**config.mk**
```make
export PLATFORM = sky130hd
export DESIGN_NAME = rr_arbiter_8
export DESIGN_NICKNAME = d
export VERILOG_FILES = /design/src/rtl/rr_arbiter_8.sv
export SDC_FILE = /design/constraint.sdc
export NUM_CORES = 1
export LEC_CHECK = 0
export CORE_MARGIN = 2
export CORE_UTILIZATION = 57
export DETAILED_ROUTE_END_ITERATION = 10
export GPL_TIMING_DRIVEN = 1
export HOLD_SLACK_MARGIN = 0.1
export PLACE_DENSITY_LB_ADDON = 0.05
export REMOVE_ABC_BUFFERS = 1
export SKIP_CTS_REPAIR_TIMING = 1
export SYNTH_ARGS = -nofsm -noshare
export SYNTH_HDL_FRONTEND = slang
export SYNTH_SLANG_ARGS = --single-unit
export TNS_END_PERCENT = 50
```
**constraint.sdc**
```tcl
create_clock -name clk -period 3.85 [get_ports clk]
set_clock_uncertainty 0.05 [all_clocks]
set_input_delay 0.77 -clock clk [delete_from_list [all_inputs] [get_ports clk]]
set_output_delay 0.77 -clock clk [all_outputs]
set_load 0.05 [all_outputs]
```
**src/rtl/rr_arbiter_8.sv**
```systemverilog
// rr_arbiter_8: eight-way round-robin arbiter with a bounded hold time.
// One grant at a time; a grant ends on done, on request withdrawal, or at MAX_HOLD.
module rr_arbiter_8 #(
    parameter int MAX_HOLD = 15
) (
    input  logic       clk,
    input  logic       rst_n,
    input  logic [7:0] req,
    input  logic       done,
    output logic [7:0] gnt,
    output logic [2:0] gnt_idx,
    output logic       gnt_valid,
    output logic       timeout
);

    typedef enum logic {
        IDLE,
        GRANT
    } state_t;

    localparam logic [7:0] HOLD_LAST = 8'(MAX_HOLD - 1);

    state_t     state;
    logic [2:0] ptr;
    logic [7:0] hold_cnt;
    logic [2:0] sel;
    logic [2:0] cand;
    logic       found;
    logic       at_limit;
    logic       holder_req;
    logic       release_now;

    // First requester at or after ptr, scanning upward with wrap.
    always_comb begin
        sel   = ptr;
        cand  = ptr;
        found = 1'b0;
        for (int k = 0; k < 8; k++) begin
            cand = ptr + 3'(k);
            if (!found && req[cand]) begin
                sel   = cand;
                found = 1'b1;
            end
        end
    end

    // Release conditions for the current holder.
    always_comb begin
        at_limit    = (hold_cnt == HOLD_LAST);
        holder_req  = req[gnt_idx];
        release_now = done || !holder_req || at_limit;
    end

    // Arbitration state machine with registered outputs.
    always_ff @(posedge clk or negedge rst_n) begin
        if (!rst_n) begin
            state     <= IDLE;
            ptr       <= 3'd0;
            hold_cnt  <= 8'd0;
            gnt       <= 8'd0;
            gnt_idx   <= 3'd0;
            gnt_valid <= 1'b0;
            timeout   <= 1'b0;
        end else begin
            timeout <= 1'b0;
            unique case (state)
                IDLE: begin
                    if (found) begin
                        state     <= GRANT;
                        gnt       <= 8'd1 << sel;
                        gnt_idx   <= sel;
                        gnt_valid <= 1'b1;
                        hold_cnt  <= 8'd0;
                    end
                end
                GRANT: begin
                    if (release_now) begin
                        state     <= IDLE;
                        ptr       <= gnt_idx + 3'd1;
                        gnt       <= 8'd0;
                        gnt_idx   <= 3'd0;
                        gnt_valid <= 1'b0;
                        hold_cnt  <= 8'd0;
                        // Only a pure hold-limit release is a timeout.
                        timeout   <= at_limit && !done && holder_req;
                    end else begin
                        hold_cnt <= hold_cnt + 8'd1;
                    end
                end
                default: begin
                    state <= IDLE;
                end
            endcase
        end
    end

endmodule

```
# After elaboration in Yosys (flattened, before gate mapping)
# Cells that the tools add are included.
[word_totals]
ff_bits = 25
inputBits = 11
output_inout_bits = 13
wordCells = 102
[op_classes]
addsub = 9
order_cmp = 9
n_eq_ne = 3
shift = 1
muxes = 50
bitwise_logic = 1
n_reduce_logical = 22
[ops]
columns = ["op", "count"]
rows = [
  ["$lt A3 B4 Y1 const B", 9],
  ["$mux W8", 4],
  ["$pmux W8 S2", 2],
  ["$bmux W1 S3", 9],
  ["$mux W3", 9],
  ["$mux W1", 23],
  ["$add A3 B3 Y3 const B", 4],
  ["$logic_and A1 B1 Y1", 9],
  ["$logic_not A1 Y1", 9],
  ["$add A8 B1 Y8 const B", 1],
  ["$eq A8 B4 Y1 const B", 1],
  ["$shl A1 B3 Y8 const A", 1],
  ["$add A3 B1 Y3 const B", 2],
  ["$add A3 B2 Y3 const B", 2],
  ["$pmux W3 S2", 1],
  ["$pmux W1 S2", 2],
  ["$reduce_and A2 Y1", 2],
  ["$logic_or A1 B1 Y1", 2],
  ["$ne A2 B1 Y1 const B", 1],
  ["$ne A2 B2 Y1 const B", 1],
  ["$not A1 Y1", 1],
]

# Depth between registers and ports, before layout
# Gate-level depths: netlist of run 1.
[logic_depth]
word_depth = 27
depth_mapped = 14
depth_no_buf = 10

# Worst setup path after synthesis of run 1
# Ideal clock, no wire load.
[synth_path]
path_type = "register to register"
start = "register ptr[0]"
end = "register gnt[1]"
setup_ns = 0.121
arrival_ns = 3.178
required_ns = 3.679
setup_slack_ns = 0.501
stages_incl_launch_ff = 14
n_path_buf = 3
period_less_slack_ns = 3.349
cell_sequence = "dfrtp_1 buf_6 buf_12 inv_1 ha_1 clkbuf_8 inv_1 mux4_1 a32o_1 and4_4 a211o_4 xnor2_4 and2_1 a22o_1"
[synth_between]
elab_chain_cells = 27
elab_cells_between_ends = 57
cone_classes = "add/sub (7); eq/ne (1); shift (1); mux (33); reduce/logical (15)"
[synth_lines]
columns = ["element", "line_no", "text"]
rows = [
  ["start, declared", "24", "logic [2:0] ptr;"],
  ["start signal, assigned", "79", "ptr <= gnt_idx + 3'd1;"],
  ["branches (longest 27 deep; another with $add A3 B1 Y3)", "n/a", ""],
  ["end signal, assigned", "70", "gnt <= 8'd1 << sel;"],
  ["end, declared", "10", "output logic [7:0] gnt,"],
]
# Parallel ways; which one is timed is not known. The select of a mux whose other input is x is not followed.
# A chain may end at the register's enable or synchronous reset.

# Worst setup path after layout of run 1
[layout_path]
start = "input req[5]"
end = "register gnt[6]"
[layout_between]
elab_chain_cells = 27
elab_cells_between_ends = 56
cone_classes = "eq/ne (2); shift (1); mux (35); reduce/logical (18)"
[layout_lines]
columns = ["element", "line_no", "text"]
rows = [
  ["start, declared", "8", "input logic [7:0] req,"],
  ["$bmux W1 S3", "40", "if (!found && req[cand]) begin"],
  ["$mux W1 (implied by the code)", "40", ""],
  ["$mux W1", "40", ""],
  ["$logic_not A1 Y1", "40", ""],
  ["$logic_and A1 B1 Y1", "40", ""],
  ["$mux W1", "40", ""],
  ["$logic_not A1 Y1", "40", ""],
  ["$logic_and A1 B1 Y1", "40", ""],
  ["(+11 left out)", "n/a", ""],
  ["$logic_and A1 B1 Y1", "40", ""],
  ["$mux W1", "40", ""],
  ["$logic_not A1 Y1", "40", ""],
  ["$logic_and A1 B1 Y1", "40", ""],
  ["$mux W3", "40", ""],
  ["$shl A1 B3 Y8", "70", ""],
  ["$mux W8", "68", "if (found) begin"],
  ["$pmux W8 S2", "66", "unique case (state)"],
]
# Parallel ways exist; a longest one is shown, timed or not. The select of a mux whose other input is x is not followed.

==> results.md, run 1 <==
- Status: completed
- FF-to-FF Start: ptr[0]
- Die Y: 66.3 um
- Top FF cell, synth: dfrtp_1
- Relative max-transition margin: 0.265
- Top cells by area, synth: dfrtp_1 (28%), mux4_1 (11%), mux2i_1 (4.1%)
- Vias in the first global route: 1729
- Die Wd: 66.3 um
- Antenna violations before repair: 0
- Final Hold Fails: 0
- Row count: 22
- Synth cell count leaders: dfrtp_1 (25), nand2_1 (20), o21ai_0 (11)
- Crit-path cells: clkdlybuf4s50_1 -> mux4_1 -> and2b_2 -> a22o_1 -> a211oi_1 -> a221oi_2 -> nor2_1 -> o211a_1 -> a32o_1
- Initial DRC Count: 147
- Yosys warns: 0
- Vias per cell: 6.55
- H-tree depth: 1
- Post-route minimum period: 3.56 ns
- Full die area: 4400 um2
- Final Wtd Congestion: 0.842
- Root Driver: clkbuf_8
- Arr. time, crit path: 3.66 ns
- Top Ports: 24
- DP HPWL: 3810 um
- Max Root-Sink Buffers: 2
- CP Launch Point: req[5]
- Diode count: 0
- Post-route antenna net violation count: 0
- Post-synth top area share: 0.282
- Max Transition Viols Final: 0
- EDFF count, synth: 0
- Max-cap viol count: 0
- Peak Freq: 281 MHz
- Worst Setup Path Type: in -> reg
- DRC: 0
- Worst EP required: 3.95 ns
- Setup tns final: 0 ns
- CTS clock-pin slew for the worst setup and hold paths: 0.08 ns
- Area leader, netlist: dfrtp_1
- Post-synthesis sequential area ratio: 0.282
- DR pass1 iterations: 4
- Nets: 248
- Worst-Margin Slew: 1.10 ns
- Crit. End Element: register
- RSZ-0062 raised after global routing: false
- Gr usage total: 0.246
- Sequential cell area: 626 um2
- CTS tree: built
- First-pass GRT wire length: 8320 um
- Port bufs: 23
- Vias post-DR: 1828
- R2r setup slk: 0.52 ns
- Hold/Removal Path Class: reg -> reg
- CP max stage cell: mux4_1
- Area grow syn2layout: 13.0%
- Routed wire length: 4890 um
- Synth Register Bits: 25
- Core area: 3690 um2
- Clock sinks: 25
- Final setup fails: 0
- Critical Path Fanout Max: 10
- Mapped Area: 2210 um2
- Multi-input logic area: 1460 um2
- Synthesized area per cell: 10.7 um2
- Yosys cell types: 58
- Number of buffers created by CTS: 3
- Crit-path max cell delay: 0.64 ns
- Top-count cell post-synth: dfrtp_1
- Largest net degree at the start of global routing: 26
- Hold wc startpoint: hold_cnt[3]
- Async S/R FF share, synth: 1.00
- Routed wire length per instance: 17.5 um
- Initial Utilization: 0.600
- Worst Setup Start Kind: primary input
- Post-Syn Instances: 207
- Remaining global-route overflow: 0
- Worst skew pair latency: 0.26 ns
- Fraction of layout cells with a size suffix above 1: 0.147
- Fin crit share: 0.924
- Fill cells: 290
-- logic make-up (layout without fill, tap and decap cells) --
group | Yosys count | in the layout | share of synthesized area
AND/OR/NAND/NOR | 65 | 65 | 0.159
multiplexers | 26 | 26 | 0.211
XOR/XNOR | 8 | 8 | 0.0435
buffers and inverters | 18 | 42 | 0.0588
adder cells (fa/ha/maj) | 5 | 5 | 0.0282
flip-flops | 25 | 25 | 0.282
AO/OA/AOI/OAI | 60 | 60 | 0.218
-- area by class of cell --
cell class                      instances  area share
Inverter                                8      0.0120
Sequential cell                        25       0.250
Timing Repair Buffer                   30       0.113
Clock buffer                            4      0.0180
Tap cell                               48      0.0240
Multi-Input combinational cell        164       0.583
-- placed cells by master (no fill, tap or decap), drive strengths merged, types with 3 or more instances in the layout --
master         count
clkbuf             4
dfrtp             25
xnor2              6
and2               4
and3               3
o31ai              3
a32o               7
buf                7
mux2i             11
nor2b              5
a21oi              8
inv                8
nand2b             4
nand4              4
nor2              10
mux4              13
nand2             20
o21ai             17
nand3              6
clkdlybuf4s50     23
a22o               5
ha                 5
-- per-stage QoR --
step / std cells / hold WS (ns) / worst slack, ns / area, um2 / utilization
after global routing: 279 / 0.469 / 0.115 / 2500 / 0.678
after detailed placement: 275 / 0.419 / 0.0503 / 2460 / 0.666
after floorplan: 197 / 0.390 / 0.231 / 2110 / -
final: 279 / 0.439 / 0.291 / 2500 / 0.678
after global placement: 275 / 0.412 / 0.174 / 2460 / 0.666
after CTS: 279 / 0.438 / 0.330 / 2500 / 0.678
-- sequential cells by signal, indices dropped and copies added (netlist names) --
register   flops
gnt            8
hold_cnt       8
gnt_idx        3
ptr            3
gnt_valid      1
state          1
timeout        1
-- final timing paths --
kind	endpoint	depth (start not counted)
worst max-delay path	gnt[6]	9
worst min-delay path	hold_cnt[3]	1
worst max register to register	gnt[1]	9
worst min register to register	hold_cnt[3]	1
max in group asynchronous	gnt_idx[0]	1
min in group asynchronous	hold_cnt[6]	1
-- routing by layer --
layer | routed length (um) | vias up | track usage
li1 | - | 860 | -
met1 | 2110 | 914 | 0.330
met2 | 2500 | 42 | 0.421
met3 | 170 | 12 | 0.0239
met4 | 116 | 0 | 0.0765
met5 | 0 | - | 0
-- worst max-delay path: cells and delay by family --
kind            cells  cell delay [ns]
simple gates        2             0.38
buf+inv             1             0.49
mux                 1             0.64
compound gates      5             1.38
Power of run 1 is left out: the tool's default activity adds up to more than one toggle a clock period on the data nets, which glitch-free logic cannot reach.
==> run 2: changes to the inputs <==
Settings changed: CORE_UTILIZATION 57 to 42, PLACE_DENSITY_LB_ADDON 0.05 to 0.25.
==> run 2 against run 1 <==
Net effect: global-route usage decreased by 7.6 points; cell count increased by 7.5%; hold slack got worse by 0.022 ns.
==> results.md, run 2 (synthesis gave the netlist of run 1 again) <==
- Status: completed
- Multi-input logic area: 1460 um2
- Number of buffers created by CTS: 3
- Hold/Removal Path Class: reg -> reg
- Critical Path Fanout Max: 10
- Antenna violations before repair: 0
- Worst Setup Start Kind: primary input
- Fill cells: 486
- First-pass GRT wire length: 8210 um
- Fin crit share: 0.897
- Largest regs: gnt x8, hold_cnt x8
- Core area: 5110 um2
- DP HPWL: 3630 um
- Remaining global-route overflow: 0
- CTS tree: built
- Initial Utilization: 0.434
- Peak Freq: 290 MHz
- Fraction of layout cells with a size suffix above 1: 0.143
- Crit. End Element: register
- Worst-Margin Slew: 0.886 ns
- Area grow syn2layout: 13.9%
- Max-cap viol count: 0
- Final Wtd Congestion: 0.814
- Diode count: 0
- Row count: 26
- Die Wd: 76.6 um
- H-tree depth: 1
- R2r setup slk: 0.53 ns
- Root Driver: clkbuf_8
- Initial DRC Count: 141
- Die Y: 76.6 um
- Max Root-Sink Buffers: 2
- Vias in the first global route: 1729
- Vias per cell: 5.81
- Commonest cells after routing, fill and taps aside: dfrtp_1 (25), clkdlybuf4s50_1 (23), nand2_1 (20)
- Full die area: 5870 um2
- Max Transition Viols Final: 0
- Commonest non-fill, non-tap cell in the layout: dfrtp_1
- Post-route minimum period: 3.45 ns
- Setup tns final: 0 ns
- Sequential cell area: 626 um2
- Routed wire length: 4720 um
- Gr usage total: 0.170
- Top Ports: 24
- Final Hold Fails: 0
- Arr. time, crit path: 3.56 ns
- DR pass1 iterations: 4
- Routed wire length per instance: 15.7 um
- Nets: 247
- Port bufs: 23
- CTS clock-pin slew for the worst setup and hold paths: 0.08 ns
- DRC: 0
- Final setup fails: 0
- Post-route antenna net violation count: 0
- Worst skew pair latency: 0.26 ns
- RSZ-0062 raised after global routing: false
- Worst Setup Path Type: in -> reg
- Largest net degree at the start of global routing: 20
- Relative max-transition margin: 0.408
- Clock sinks: 25
- Worst EP required: 3.95 ns
- Vias post-DR: 1742
==> run 2: changes by cell type in the layout (fill, tap and decap cells not counted) <==
| cell | change |
|---|---|
| buf_4 | -1 |
==> run 2: stage by stage <==
stage          area, um2  utilization  worst slack (ns)  hold WS (ns)  std cells
6_report            2520        0.494             0.396         0.417        300
5_1_grt             2520        0.494             0.242         0.463        300
4_1_cts             2520        0.494             0.421         0.425        300
3_5_place_dp        2480        0.485             0.134         0.407        296
3_3_place_gp        2480        0.485             0.153         0.411        296
2_1_floorplan       2110            -             0.231         0.390        197
==> run 2: path summary, 6_finish.rpt <==
| path | from | endpoint | cells past startpoint |
|---|---|---|---|
| min in group asynchronous | rst_n | gnt[3] | 1 |
| max in group asynchronous | rst_n | hold_cnt[1] | 2 |
| worst max-delay path | req[6] | gnt[6] | 9 |
| worst max register to register | ptr[0] | gnt[1] | 10 |
| worst min-delay path | hold_cnt[3] | hold_cnt[3] | 1 |
| worst min register to register | hold_cnt[3] | hold_cnt[3] | 1 |
==> run 2: area by class of cell <==
| type | count | share of cell area |
|---|---|---|
| clock buffers | 4 | 0.0179 |
| inverters | 8 | 0.0119 |
| multi-input cells | 164 | 0.578 |
| flip-flops and latches | 25 | 0.248 |
| well taps | 70 | 0.0347 |
| repair buffers | 29 | 0.109 |
==> run 2: per-layer routing <==
layer,GRT usage,wire length [um],vias to the layer above
li1,-,-,860
met1,0.235,2320,850
met2,0.290,2250,30
met3,0.0249,130,2
met4,0.0273,14,0
met5,0,0,-
==> run 2: critical path, stage by stage <==
cell and delay [ns]:
clkdlybuf4s50_1 0.47, mux4_1 0.62, and2b_2 0.25, a22o_1 0.33, a211oi_1 0.13, a221oi_2 0.27
nor2_1 0.12, o211a_1 0.31, a32o_1 0.27
Power of run 2 is left out for the same reason.
